File: src/rtl/lisa_qspi_burst_sequencer.sv
// rtl/lisa_qspi_burst_sequencer.sv - splits bulk word transfers into page-safe QSPI bursts
// One request in flight; each burst runs the arbiter's per-word ready/ready_ack handshake.
module lisa_qspi_burst_sequencer #(
   parameter int CHIP_SELECTS = 2,
   parameter int MAX_BURST    = 8,
   parameter int PAGE_BYTES   = 256
) (
   input  logic                    clk_i,
   input  logic                    rst_i,
   input  logic                    start_i,
   input  logic                    write_i,
   input  logic [23:0]             base_addr_i,
   input  logic [15:0]             word_count_i,
   input  logic [CHIP_SELECTS-1:0] ce_sel_i,
   input  logic                    abort_i,
   output logic                    busy_o,
   output logic                    done_o,
   output logic                    aborted_o,
   input  logic [15:0]             s_wdata_i,
   input  logic                    s_wvalid_i,
   output logic                    s_wready_o,
   output logic [15:0]             m_rdata_o,
   output logic                    m_rvalid_o,
   input  logic                    m_rready_i,
   output logic [23:0]             q_addr_o,
   output logic [15:0]             q_wdata_o,
   output logic [1:0]              q_wstrb_o,
   output logic                    q_valid_o,
   output logic [3:0]              q_xfer_len_o,
   output logic [CHIP_SELECTS-1:0] q_ce_ctrl_o,
   output logic                    q_ready_ack_o,
   input  logic [15:0]             q_rdata_i,
   input  logic                    q_ready_i,
   input  logic                    q_xfer_done_i
);

   localparam int PAGE_W = $clog2(PAGE_BYTES);

   typedef enum logic [2:0] {
      S_IDLE,
      S_CALC,
      S_ISSUE,
      S_ACK,
      S_FIN
   } state_e;

   state_e                  state_q;
   logic [23:0]             addr_q;
   logic [15:0]             remaining_q;
   logic [3:0]              burst_q;
   logic [3:0]              wcnt_q;
   logic                    write_q;
   logic [CHIP_SELECTS-1:0] ce_q;
   logic                    abort_pend_q;
   logic                    busy_q;
   logic                    done_q;
   logic                    aborted_q;
   logic                    q_valid_q;
   logic                    q_ready_ack_q;
   logic                    s_wready_q;
   logic                    m_rvalid_q;
   logic [15:0]             m_rdata_q;

   logic [PAGE_W:0]         room_bytes_d;
   logic [15:0]             room_words_d;
   logic [15:0]             cap_d;
   logic [3:0]              burst_d;
   logic                    accept_d;
   logic [23:0]             next_addr_d;
   logic [15:0]             next_remaining_d;

   // Bytes left before the next page boundary, expressed in words.
   assign room_bytes_d = (PAGE_W + 1)'(PAGE_BYTES) - (PAGE_W + 1)'(addr_q[PAGE_W-1:0]);
   assign room_words_d = 16'(room_bytes_d >> 1);

   always_comb begin
      cap_d   = (room_words_d < 16'(MAX_BURST)) ? room_words_d : 16'(MAX_BURST);
      burst_d = (remaining_q < cap_d) ? remaining_q[3:0] : cap_d[3:0];
   end

   // A read beat may only be taken when the one-entry output register can hold it.
   assign accept_d = (state_q == S_ISSUE) && q_valid_q && q_ready_i && (wcnt_q < burst_q) &&
                     (write_q ? s_wvalid_i : (!m_rvalid_q || m_rready_i));

   assign next_addr_d      = addr_q + {19'd0, burst_q, 1'b0};
   assign next_remaining_d = remaining_q - {12'd0, burst_q};

   always_ff @(posedge clk_i or posedge rst_i) begin
      if (rst_i) begin
         state_q       <= S_IDLE;
         addr_q        <= '0;
         remaining_q   <= '0;
         burst_q       <= '0;
         wcnt_q        <= '0;
         write_q       <= 1'b0;
         ce_q          <= '0;
         abort_pend_q  <= 1'b0;
         busy_q        <= 1'b0;
         done_q        <= 1'b0;
         aborted_q     <= 1'b0;
         q_valid_q     <= 1'b0;
         q_ready_ack_q <= 1'b0;
         s_wready_q    <= 1'b0;
         m_rvalid_q    <= 1'b0;
         m_rdata_q     <= '0;
      end else begin
         done_q        <= 1'b0;
         aborted_q     <= 1'b0;
         q_ready_ack_q <= 1'b0;
         s_wready_q    <= 1'b0;
         if (m_rvalid_q && m_rready_i) begin
            m_rvalid_q <= 1'b0;
         end

         unique case (state_q)
            S_IDLE: begin
               if (start_i) begin
                  if (word_count_i == 16'd0) begin
                     done_q <= 1'b1;
                  end else begin
                     addr_q       <= base_addr_i & ~24'd1;
                     remaining_q  <= word_count_i;
                     write_q      <= write_i;
                     ce_q         <= ce_sel_i;
                     abort_pend_q <= 1'b0;
                     busy_q       <= 1'b1;
                     state_q      <= S_CALC;
                  end
               end
            end

            S_CALC: begin
               burst_q <= burst_d;
               wcnt_q  <= '0;
               if (abort_i) begin
                  abort_pend_q <= 1'b1;
                  state_q      <= S_FIN;
               end else begin
                  q_valid_q <= !write_q || s_wvalid_i;
                  state_q   <= S_ISSUE;
               end
            end

            S_ISSUE, S_ACK: begin
               if (!q_valid_q) begin
                  // Write burst still waiting for its first data word.
                  if (abort_i) begin
                     abort_pend_q <= 1'b1;
                     state_q      <= S_FIN;
                  end else if (write_q && s_wvalid_i) begin
                     q_valid_q <= 1'b1;
                  end
               end else begin
                  if (abort_i) begin
                     abort_pend_q <= 1'b1;
                  end
                  if (q_xfer_done_i) begin
                     q_valid_q   <= 1'b0;
                     addr_q      <= next_addr_d;
                     remaining_q <= next_remaining_d;
                     state_q     <= S_FIN;
                  end else if (accept_d) begin
                     q_ready_ack_q <= 1'b1;
                     wcnt_q        <= wcnt_q + 4'd1;
                     if (write_q) begin
                        s_wready_q <= 1'b1;
                     end else begin
                        m_rdata_q  <= q_rdata_i;
                        m_rvalid_q <= 1'b1;
                     end
                     state_q <= S_ACK;
                  end else begin
                     state_q <= S_ISSUE;
                  end
               end
            end

            S_FIN: begin
               if ((remaining_q == 16'd0) || abort_pend_q || abort_i) begin
                  done_q    <= 1'b1;
                  aborted_q <= abort_pend_q || abort_i;
                  busy_q    <= 1'b0;
                  state_q   <= S_IDLE;
               end else begin
                  state_q <= S_CALC;
               end
            end

            default: state_q <= S_IDLE;
         endcase
      end
   end

   assign busy_o        = busy_q;
   assign done_o        = done_q;
   assign aborted_o     = aborted_q;
   assign s_wready_o    = s_wready_q;
   assign m_rdata_o     = m_rdata_q;
   assign m_rvalid_o    = m_rvalid_q;
   assign q_addr_o      = addr_q;
   assign q_wdata_o     = s_wdata_i;
   assign q_wstrb_o     = write_q ? 2'b11 : 2'b00;
   assign q_valid_o     = q_valid_q;
   assign q_xfer_len_o  = burst_q;
   assign q_ce_ctrl_o   = ce_q;
   assign q_ready_ack_o = q_ready_ack_q;

endmodule

File: config.mk
export PLATFORM = sky130hd
export DESIGN_NAME = lisa_qspi_burst_sequencer
export DESIGN_NICKNAME = d
export VERILOG_FILES = /design/src/rtl/lisa_qspi_burst_sequencer.sv
export SDC_FILE = /design/constraint.sdc
export NUM_CORES = 1
export LEC_CHECK = 0
export ABC_CLOCK_PERIOD_IN_PS = 6500
export CORE_UTILIZATION = 51
export DETAILED_ROUTE_END_ITERATION = 10
export HOLD_SLACK_MARGIN = 0.03
export PLACE_DENSITY = 0.89
export RECOVER_POWER = 25
export SYNTH_ARGS = -nofsm -noshare
export SYNTH_HDL_FRONTEND = slang
export SYNTH_SLANG_ARGS = --single-unit
File: constraint.sdc
create_clock -name clk_i -period 6.5 [get_ports clk_i]
set_input_delay 0.65 -clock clk_i [delete_from_list [all_inputs] [get_ports clk_i]]
set_output_delay 0.65 -clock clk_i [all_outputs]
set_load 0.05 [all_outputs]
==> qor.log <==
qor: detailed_routing.met3WireLength 807 microns
qor: clock_tree.count_of_clock_tree_sinks 77
qor: setup_path.timing.critical_path.fanout_max 9
qor: sta.totalNegativeSetupSlack 0 ns
qor: floorplan.die_width 99.7 microns
qor: yosys.synth_area_per_cell 9.37 sq um
qor: global_route.wire_length_of_the_first_global_routing_pass 20700 microns
qor: min_path.worstHoldPathType flip-flop to flip-flop
qor: floorplan.die_area 0.00995 sq mm
qor: placement.io_buffers 119
qor: power.irDropWorstVdd 346 uV
qor: setup_path.worst_setup_path_startpoint q_addr_o[6]$_DFFE_PP0P_
qor: floorplan.core_region_area 0.00924 sq mm
qor: clock_tree.cts_hold_repair.buffers 0
qor: sta.period_minus_slack 3.47 ns
qor: global_route.grt_remaining_overflow 0
qor: power.power_leakage 2.58 nW
qor: clock_tree.tritoncts.num_buffers 9
qor: detailed_routing.num_vias 4460
qor: yosys.synth-edff-count 0
qor: detailed_routing.route.detailed.vias_per_inst 6.01
qor: detailed_routing.routed_wl 12900 microns
qor: flow_run.max_cap_violations 0
qor: yosys.synth_cell_type_count 71
qor: cells_and_area.fraction_of_final_layout_cells_with_drive_strength_greater_than_1 7.99%
qor: cells_and_area.synthToLayoutAreaGrowth 27.0%
qor: setup_path.critical_path.startpoint_type flip-flop
qor: sta.timing.clock.skew 0.0154 ns
qor: global_route.track_usage 26.3%
qor: sta.slew_violations 0
qor: cells_and_area.nets 714
qor: yosys.top_ff_cell_synth sky130_fd_sc_hd__dfrtp_1
qor: setup_path.crit_cells 11
qor: cells_and_area.insertedDiodeCount 0
qor: sta.worst_slew_margin_rel 28.0%
qor: detailed_routing.drt-met1-wl 5270 microns
qor: sta.finalHoldViolations 0
qor: placement.dp_hpwl 9030 microns
qor: detailed_routing.first_pass_iters 5
qor: sta.timing.hold.ws 0.480 ns
qor: sta.finalSetupViolations 0
qor: setup_path.rr_worst_depth 11
qor: detailed_routing.met2_length 6500 microns
qor: setup_path.worstReg2RegStart q_addr_o[6]$_DFFE_PP0P_
qor: clock_tree.cts-resized-gates 0
qor: global_route.grt_antenna_before_repair 0
qor: status.status finished, final reports clean
qor: clock_tree.buffer_cell_driving_the_clock_tree_root sky130_fd_sc_hd__clkbuf_8
qor: detailed_routing.avgRoutedWirePerCell 17.4 microns
qor: setup_path.critical_path.most_common_cell sky130_fd_sc_hd__a21oi_1
qor: setup_path.cp_max_stage_cell sky130_fd_sc_hd__a221oi_2
qor: sta.max_clock_freq 288 MHz
qor: yosys.synth_seq_cells 77
qor: sta.grt_setup_unrepaired false
qor: global_route.grt_pass1_vias 4284
qor: clock_tree.cts_tree yes
qor: setup_path.register_to_register_path_setup_slack 3.03 ns
qor: placement.globalplace.congestion 0.938
qor: detailed_routing.topRoutingLayerUsed met4
qor: floorplan.chipHeight 99.7 microns
qor: setup_path.crit_end q_xfer_len_o[2]$_DFFE_PP0P_
qor: detailed_routing.drc 0
qor: yosys.synth_sequential_area_ratio 39.6%
qor: setup_path.crit_chain nor4_1 -> o2111ai_1 -> a221oi_2 -> nand2_1 -> ha_1 -> a21o_1 -> a21oi_1 -> and3_1 -> a31o_2 -> mux2_2 -> a21oi_1
qor: floorplan.initial_core_util 52.7%
qor: power.pwr_density_cell 531 mW/mm^2
qor: detailed_routing.ant_nets 0
qor: setup_path.critical_path_required 6.78 ns
qor: clock_tree.h-tree-depth 3
qor: yosys.syn_area 0.00487 sq mm
qor: clock_tree.max-clock-path-buffers 2
qor: cells_and_area.layout.filler_cells 716
qor: setup_path.cpLargestDelayFamily compound AO/OA/AOI/OAI gates
qor: detailed_routing.drt_iter0_drc 324
qor: clock_tree.clkTransAtPathRegs 0.09 ns
qor: floorplan.pin_count 154
qor: setup_path.critical_path.max_stage_delay 0.56 ns
qor: setup_path.critical_path_class flip-flop to flip-flop
qor: cells_and_area.mostFrequentLayoutCells 117 x sky130_fd_sc_hd__clkdlybuf4s50_1, 77 x sky130_fd_sc_hd__dfrtp_1, 51 x sky130_fd_sc_hd__a21oi_1
qor: cells_and_area.layout.cells.most_common sky130_fd_sc_hd__clkdlybuf4s50_1
qor: yosys.ys_warn_count 0
qor: setup_path.cp.arrival 3.75 ns
qor: yosys.postSynthCellCount 520
qor: clock_tree.cts.repair_timing.setup_buffer_count 0
qor: clock_tree.clk-insertion-delay-late 0.36 ns
qor: sta.transition_at_the_pin_with_the_smallest_max_transition_slack 1.08 ns
qor: setup_path.critPathBufInv 0
qor: sta.fin_crit_sh 53.5%
qor: yosys.async_flop_share 100%
qor: floorplan.placementRows 35
qor: global_route.grt_max_degree 78
qor: setup_path.reg2reg_to q_xfer_len_o[2]$_DFFE_PP0P_
qor: setup_path.worst_setup_path_end_kind flip-flop
## Yosys cell counts (6+ instances only)
library cell / count / area share, %
sky130_fd_sc_hd__buf_4: 19 / 2.9
sky130_fd_sc_hd__ha_1: 21 / 5.4
sky130_fd_sc_hd__o22a_1: 6 / 1.1
sky130_fd_sc_hd__or3_1: 6 / 0.77
sky130_fd_sc_hd__mux2_2: 12 / 2.8
sky130_fd_sc_hd__a21oi_1: 51 / 5.2
sky130_fd_sc_hd__inv_1: 18 / 1.4
sky130_fd_sc_hd__nand3_1: 15 / 1.5
sky130_fd_sc_hd__nor4_1: 12 / 1.5
sky130_fd_sc_hd__a2bb2oi_1: 11 / 2.0
sky130_fd_sc_hd__nand2_1: 38 / 2.9
sky130_fd_sc_hd__dfrtp_1: 77 / 40
sky130_fd_sc_hd__mux2_4: 10 / 3.1
sky130_fd_sc_hd__nor2b_1: 7 / 0.90
sky130_fd_sc_hd__a21o_1: 7 / 1.1
sky130_fd_sc_hd__nor3_1: 10 / 1.0
sky130_fd_sc_hd__o22ai_1: 15 / 1.9
sky130_fd_sc_hd__clkbuf_1: 22 / 1.7
sky130_fd_sc_hd__o21ai_0: 21 / 2.2
sky130_fd_sc_hd__nor2_1: 34 / 2.6
## cells by family (layout without fill, tap and decap cells)
family | Yosys count | in the layout | share of synthesized area, %
AO/OA/AOI/OAI | 169 | 169 | 23.5
AND/OR/NAND/NOR | 154 | 154 | 16.4
flip-flops | 77 | 77 | 39.6
buffers and inverters | 68 | 158 | 7.42
adder cells (fa/ha/maj) | 23 | 23 | 6.22
multiplexers | 23 | 23 | 6.06
XOR/XNOR | 4 | 4 | 0.719
other | 2 | 5 | 0.154
## report_power, final
group | internal, W | switching, W
Combinational | 0.000751 | 0.00124
Sequential | 0.000672 | 0.000252
Clock | 0.000189 | 0.000185
Total | 0.00161 | 0.00168
## sequential cells by signal, summed over array words and instances (netlist names), 2 cells and up
register and flops:
q_addr_o 23, m_rdata_o 16, remaining_q 16, q_xfer_len_o 4, wcnt_q 4, state_q 3, q_ce_ctrl_o 2
## final cells by class
cell class	count	area [sq um]	share of cell area (%)
clock inverters	5	58.8	0.951
flip-flops and latches	77	1930	31.1
well taps	129	161	2.61
clock buffers	11	141	2.29
repair buffers	124	1230	19.9
inverters	18	67.6	1.09
multi-input cells	378	2600	42.1
## routing by layer
metal	track usage [%]	vias to the layer above
met5	0	-
met4	12.0	0
met3	4.43	36
met2	43.7	202
met1	33.6	2126
li1	-	2096
## worst min-delay path by stage
| stage | start | slack (ns) | endpoint | cells past startpoint |
|---|---|---|---|---|
| after floorplan | abort_pend_q$_DFFE_PP0P_ | 0.47 | abort_pend_q$_DFFE_PP0P_ | 2 |
| after global placement | busy_o$_DFFE_PP0P_ | 0.47 | busy_o$_DFFE_PP0P_ | 2 |
| after CTS | busy_o$_DFFE_PP0P_ | 0.48 | busy_o$_DFFE_PP0P_ | 2 |
| after detailed placement | busy_o$_DFFE_PP0P_ | 0.46 | busy_o$_DFFE_PP0P_ | 2 |
| after global routing | busy_o$_DFFE_PP0P_ | 0.52 | busy_o$_DFFE_PP0P_ | 2 |
| final | busy_o$_DFFE_PP0P_ | 0.48 | busy_o$_DFFE_PP0P_ | 2 |
## per-stage QoR
| stage | instance area (sq um) | utilization [%] | cells | setup WS [ns] | total power, W |
|---|---|---|---|---|---|
| 2_1_floorplan | 4880 | - | 523 | 3.27 | 0.00236 |
| 3_3_place_gp | 5990 | 64.8 | 726 | 3.27 | 0.00282 |
| 3_5_place_dp | 5990 | 64.8 | 726 | 3.15 | 0.00289 |
| 4_1_cts | 6190 | 66.9 | 742 | 3.10 | 0.00328 |
| 5_1_grt | 6190 | 66.9 | 742 | 2.85 | 0.00351 |
| 6_report | 6190 | 66.9 | 742 | 3.03 | 0.00329 |
## worst min-delay path, delay by kind of cell (launching register included)
kind / cells / cell delay, ns
flip-flops: 1 / 0.35
AND/OR/NAND/NOR: 2 / 0.10
(Power assumes the default switching activity.)
